--- config.mk ---
export PLATFORM = sky130hd
export DESIGN_NAME = input_debouncer
export DESIGN_NICKNAME = d
export VERILOG_FILES = /design/src/rtl/input_debouncer.sv
export SDC_FILE = /design/constraint.sdc
export NUM_CORES = 1
export LEC_CHECK = 0
export ABC_AREA = 1
export ABC_CLOCK_PERIOD_IN_PS = 2000
export CORE_MARGIN = 2
export CORE_UTILIZATION = 57
export CTS_BUF_LIST = sky130_fd_sc_hd__clkbuf_8
export DETAILED_ROUTE_END_ITERATION = 8
export PLACE_DENSITY = 0.81
export SYNTH_ARGS = -nofsm -noshare
export SYNTH_HDL_FRONTEND = slang
export SYNTH_SLANG_ARGS = --single-unit
export TNS_END_PERCENT = 100
--- constraint.sdc ---
create_clock -name clk -period 2 [get_ports clk]
set_clock_uncertainty 0.05 [all_clocks]
set_input_delay 0.2 -clock clk [delete_from_list [all_inputs] [get_ports clk]]
set_output_delay 0.2 -clock clk [all_outputs]
set_load 0.01 [all_outputs]
--- src/rtl/input_debouncer.sv ---
// Two-flop synchroniser plus four-state debounce FSM for one raw pad input.
// Optional rising-edge counter is built only when DEBOUNCE_EDGE_COUNT_EN is defined.
module input_debouncer #(
    parameter int STABLE_CYCLES = 1000,
    parameter int CNT_W         = 16
) (
    input  logic       clk,
    input  logic       rst_n,
    input  logic       en,
    input  logic       din_raw,
    output logic       dout,
    output logic       rise_pulse,
    output logic       fall_pulse,
    output logic       busy,
    output logic [7:0] edge_count,
    output logic [1:0] state_dbg
);

    // Handshake: none; din_raw is level-sampled every clock, outputs are registered levels/pulses.
    typedef enum logic [1:0] {
        IDLE_LOW   = 2'd0,
        CHECK_HIGH = 2'd1,
        IDLE_HIGH  = 2'd2,
        CHECK_LOW  = 2'd3
    } state_t;

    localparam logic [CNT_W-1:0] LAST = CNT_W'(STABLE_CYCLES - 1);

    logic             s1;
    logic             s2;
    state_t           state;
    logic [CNT_W-1:0] cnt;

`ifdef DEBOUNCE_EDGE_COUNT_EN
    logic [7:0] edge_cnt_q;
    assign edge_count = edge_cnt_q;
`else
    assign edge_count = 8'h00;
`endif

    assign state_dbg = state;

    always_ff @(posedge clk or negedge rst_n) begin
        if (!rst_n) begin
            s1 <= 1'b0;
            s2 <= 1'b0;
        end else begin
            s1 <= din_raw;
            s2 <= s1;
        end
    end

    always_ff @(posedge clk or negedge rst_n) begin
        if (!rst_n) begin
            state      <= IDLE_LOW;
            cnt        <= '0;
            dout       <= 1'b0;
            rise_pulse <= 1'b0;
            fall_pulse <= 1'b0;
            busy       <= 1'b0;
`ifdef DEBOUNCE_EDGE_COUNT_EN
            edge_cnt_q <= 8'h00;
`endif
        end else begin
            rise_pulse <= 1'b0;
            fall_pulse <= 1'b0;
            case (state)
                IDLE_LOW: begin
                    if (en && s2) begin
                        state <= CHECK_HIGH;
                        cnt   <= '0;
                        busy  <= 1'b1;
                    end
                end
                CHECK_HIGH: begin
                    // Disable or a sample back at the old level aborts qualification.
                    if (!en || !s2) begin
                        state <= IDLE_LOW;
                        cnt   <= '0;
                        busy  <= 1'b0;
                    end else if (cnt == LAST) begin
                        state      <= IDLE_HIGH;
                        cnt        <= '0;
                        busy       <= 1'b0;
                        dout       <= 1'b1;
                        rise_pulse <= 1'b1;
`ifdef DEBOUNCE_EDGE_COUNT_EN
                        edge_cnt_q <= edge_cnt_q + 8'd1;
`endif
                    end else begin
                        cnt <= cnt + 1'b1;
                    end
                end
                IDLE_HIGH: begin
                    if (en && !s2) begin
                        state <= CHECK_LOW;
                        cnt   <= '0;
                        busy  <= 1'b1;
                    end
                end
                CHECK_LOW: begin
                    if (!en || s2) begin
                        state <= IDLE_HIGH;
                        cnt   <= '0;
                        busy  <= 1'b0;
                    end else if (cnt == LAST) begin
                        state      <= IDLE_LOW;
                        cnt        <= '0;
                        busy       <= 1'b0;
                        dout       <= 1'b0;
                        fall_pulse <= 1'b1;
                    end else begin
                        cnt <= cnt + 1'b1;
                    end
                end
                default: begin
                    state <= IDLE_LOW;
                    cnt   <= '0;
                    busy  <= 1'b0;
                    dout  <= 1'b0;
                end
            endcase
        end
    end

endmodule

Yosys cells after proc, flatten, opt, wreduce, memory -nomap -nowiden
Index checks and enable logic that the tools add are counted.

Register bits after elaboration: 24. Word-level logic and storage cells: 61.

$add $sub $neg: 1. Reductions and logical operators: 11. Eq/ne operators: 12. Muxes and demuxes: 29.

Operators with widths (count): $mux 16 (5); $pmux 16 s4 (1); $add 16x1->16 const B (1); $eq 16x10->1 const B (1); $mux 1 (14); $mux 2 (6); $ne 2x2->1 const B (6); $pmux 2 s4 (1); $ne 3x3->1 const B (2); $reduce_and 5->1 (1); $eq 2x2->1 const B (2); $pmux 1 s4 (1); $reduce_and 4->1 (1); $eq 2x1->1 const B (1); $logic_and 1x1->1 (2); $logic_not 1->1 (2); $logic_not 2->1 (1); $logic_or 1x1->1 (2); $pmux 1 s2 (1); $reduce_and 2->1 (1); $reduce_bool 2->1 (1).

Depth between registers and ports, before layout
Depth after elaboration: 4. Mapped depth: 10. Mapped depth without buffers: 10.

Least setup slack after synthesis
OpenSTA, ideal clock, no wires.

Path kind: reg-to-reg. Start point: register cnt[0]. End point: register cnt[10]. Stages on the path, launching flop included: 11. Buffers on the path: 0. Setup slack: 0.544 ns. Library setup time: 0.117 ns. Required time: 1.833 ns. Arrival time: 1.289 ns. Cells stage by stage: dfrtp_1 > ha_1 > nand2_1 > inv_2 > nand2_1 > nor2_4 > nand2_2 > nand2_4 > nand2_4 > inv_6 > nor2_1.

Word-level cells in the longest chain between the ends: 4. Elaborated cells on any way between the ends: 6. Classes of those cells: add/sub: 1; eq/ne: 1; mux: 4.

RTL lines: start, declared (RTL line 32) `logic [CNT_W-1:0] cnt;`; start signal, assigned (RTL line 91) `cnt <= cnt + 1'b1;`; start signal, assigned (RTL line 113) `cnt <= cnt + 1'b1;`; $add 16x1->16 / $eq 16x10->1 (equally long branches); $mux 16 (*) (RTL line 81, 106); $mux 16, on equally long branches (RTL line 102, 77); $pmux 16 s4 (*) (RTL line 67) `case (state)`.

Mark *: on every way between the ends. The rest lies on a longest branch, timed or not. A chain may end at the register's enable or synchronous reset.

Worst setup path after layout
Same ends and word-level chain as after synthesis.

==> results by group <==
Floorplanning
  • Initial Utilization: 59.58%
  • I/O Pins: 18
  • CORE AREA: 0.002455 mm²
  • Die area: 0.002987 mm²
  • Rows: 18
  • Die Width: 54.66 µm
  • Die span in y: 54.66 µm

Global routing
  • Tot GR Track Use: 24.77%
  • First-pass GRT wire length: 5209 µm
  • Initial antenna violation count: 0
  • Vias in the first global route: 1158
  • Total gr overflow: 0
  • Pin count of the biggest net entering global routing: 25

Placed design
  • GP Congestion: 0.8307
  • Placed cell area: 0.001553 mm²
  • Buffers on Ports: 9
  • Hpwl dp: 2402 µm
  • Placed Instances: 237

STA
  • Final Setup Violations: 0
  • RSZ-0062 raised after global routing: no
  • Peak Freq: 0.5851 GHz
  • Hold Vio Cnt, Final: 0
  • Slew Viols, Final: 0
  • Setup total negative slack: 0 ns
  • Worst hold margin: 0.2244 ns
  • Fin crit period: 1.709 ns
  • Period utilisation layout: 85.46%

Synthesis
  • Mean post-synth cell area: 7.350 µm²
  • Synth warn: 0
  • Main combinational cell family by area after synthesis: simple AND/OR/NAND/NOR gates
  • Synth top cells by count: nand2_1 (59), dfrtp_1 (24), nor2_1 (22)
  • Synth top area share: 41.06%
  • Sequential fraction of the synthesis area: 41.06%
  • Most numerous cell in the Yosys netlist: nand2_1
  • Gate Count Post-Synth: 199
  • Predominant post-synthesis flop cell: dfrtp_1
  • Multiplexer share of the synthesized area: 0%
  • Compound-gate portion of the synthesized area: 4.106%
  • Largest area contributor in the netlist: dfrtp_1
  • Post-Syn Area: 0.001463 mm²
  • Synth top area cells: dfrtp_1 (41%), nand2_1 (15%), nor2_1 (5.6%), inv_1 (5.1%), nand3_1 (5.1%)
  • Area share of xor/xnor cells in the synthesized design: 0.5988%
  • Synth cell types: 25
  • Post-synth EDFFs: 0
  • Post-synthesis register bit count: 24
  • Ys async rst share: 100.0%
  • Adder-Cell Fraction of Synth Area: 0.8554%
  • Post-Synth Simple-Gate Area: 41.23%

Clock network
  • Post-CTS Hold Buffers: 0
  • Skew-Pair Late Insertion Delay: 0.27 ns
  • Postcts setup bufs: 0
  • CTS tree: done
  • Worst-path clk slew: 0.09 ns
  • H-tree depth: 1
  • CTS root buf: clkbuf_8
  • Cts bufs inserted: 3
  • Post-CTS sizing: 0
  • # clock sinks: 24
  • Max Root-Sink Buffers: 2

Route
  • Drt first-iter violations: 58
  • DR vias: 1277
  • Drt via density: 5.299
  • Routed wire length: 3083 µm
  • TritonRoute pass-1 iters: 4
  • Routed Antenna Nets: 0
  • Residual DRC: 0
  • Wire per inst: 12.79 µm

Finish
  • Layout area overhead: 11.04%
  • Non-filler instance count after layout: 241
  • Final instance area: 0.001624 mm²
  • Ant. Diodes: 0
  • Nets: 217
  • Fraction of layout cells with a size suffix above 1: 16.59%

Pwr
  • PD cells: 864.4 mW/mm²
  • Pleak: 0.7869 nW
  • Total power: 0.001404 W
  • Worst IR Drop VDD: 0.6863 mV

Worst hold path
  • Tightest Hold Check Type: in -> async

Flow run
  • Max-cap violation count: 0

Worst setup path
  • Worst Path Arrival: 1.82 ns
  • Worst-case reg-to-reg path depth: 10
  • Critical Path Start Type: register
  • Worst setup path end: cnt[10]
  • Reg2Reg Setup Slack: 0.29 ns
  • RR Startpoint: cnt[0]
  • Critical path's largest stage delay: 0.41 ns
  • CP Capture Type: register
  • Worst-path fanout max: 8
  • Worst EP required: 2.11 ns
  • Crit Path Category: reg -> reg
  • Crit path max-delay cell type: dfrtp_1
  • Crit path from: cnt[0]
  • Critical path cell sequence: ha_1 -> nand2_1 -> inv_2 -> nand2_1 -> nor2_4 -> nand2_2 -> nand2_4 -> nand2_4 -> inv_6 -> nor2_1
  • Reg2reg end: cnt[10]

Outcome
  • Status: complete, no violations
cell usage in the layout, fill, tap and decap left out:
cell type,Yosys,layout
a21oi_1,4,4
xor2_1,1,1
inv_2,5,5
nand3_2,2,2
dfrtp_1,24,24
nand2_2,4,4
nor4_1,1,1
nor2_4,3,3
nor3_1,2,2
nand3b_1,1,1
nand2_4,3,3
nor2_1,22,22
nand2_1,59,59
buf_4,8,1
o21ai_0,3,3
clkbuf_8,0,3
nand3_1,15,15
inv_6,1,1
clkdlybuf4s50_1,0,9
o21ai_1,2,2
inv_1,20,20
bufinv_16,0,1
nor2_2,12,12
o21bai_1,2,2
conb_1,1,8
nand4_1,2,2
ha_1,1,1
stage by stage:
| step | worst slack [ns] | utilization, % |
|---|---|---|
| 2_1_floorplan | 0.5444 | - |
| 3_3_place_gp | 0.3445 | 63.25 |
| 3_5_place_dp | 0.2952 | 63.25 |
| 4_1_cts | 0.2961 | 66.16 |
| 5_1_grt | 0.2040 | 66.16 |
| 6_report | 0.2909 | 66.16 |
sequential cells by signal, summed over array words and instances (netlist names):
register / cells
fall_pulse: 1
state_dbg: 2
busy: 1
s1: 1
s2: 1
dout: 1
cnt: 16
rise_pulse: 1
critical path, delay by kind of cell (launching register included):
family                     cells  cell delay (ns)
and+or+nand+nor                7             0.73
adders and majority gates      1             0.20
DFF                            1             0.41
buffers and inverters          2             0.20
cells by family (layout without fill, tap and decap cells):
| group | Yosys count | count (layout) |
|---|---|---|
| DFF | 24 | 24 |
| other | 1 | 8 |
| and+or+nand+nor | 126 | 126 |
| xor gates and xnor gates | 1 | 1 |
| adders and majority gates | 1 | 1 |
| AOI/OAI and AO/OA | 11 | 11 |
| buffers and inverters | 35 | 40 |
per-layer routing:
layer | share of wire (%) | up-vias | track usage [%]
li1 | - | 628 | -
met5 | 0 | - | 0
met4 | 2.1 | 0 | 9.583
met3 | 4.5 | 8 | 3.825
met2 | 50 | 46 | 41.47
met1 | 43 | 595 | 31.88
worst min path at each step:
stage / endpoint / depth (start not counted)
after floorplan: busy / 0
after global placement: s2 / 0
after detailed placement: s2 / 0
after CTS: cnt[15] / 2
after global routing: dout / 2
final: cnt[15] / 2
report_power, final:
part	total (W)	internal, W	switching (W)
Clock	0.000426	0.000268	0.000159
Sequential	0.000569	0.000522	0.0000475
Combinational	0.000408	0.000129	0.000279
final cells by class:
| class | instances | area (µm²) |
|---|---|---|
| Sequential cell | 24 | 600.6 |
| Timing Repair Buffer | 10 | 97.59 |
| Tap cell | 30 | 37.54 |
| Fill cell | 205 | 830.8 |
| Clock buffer | 3 | 41.29 |
| Inverter | 26 | 102.6 |
| Clock inverter | 1 | 30.03 |
| Multi-Input combinational cell | 147 | 714.4 |
Power figures use the tool's default switching activity.
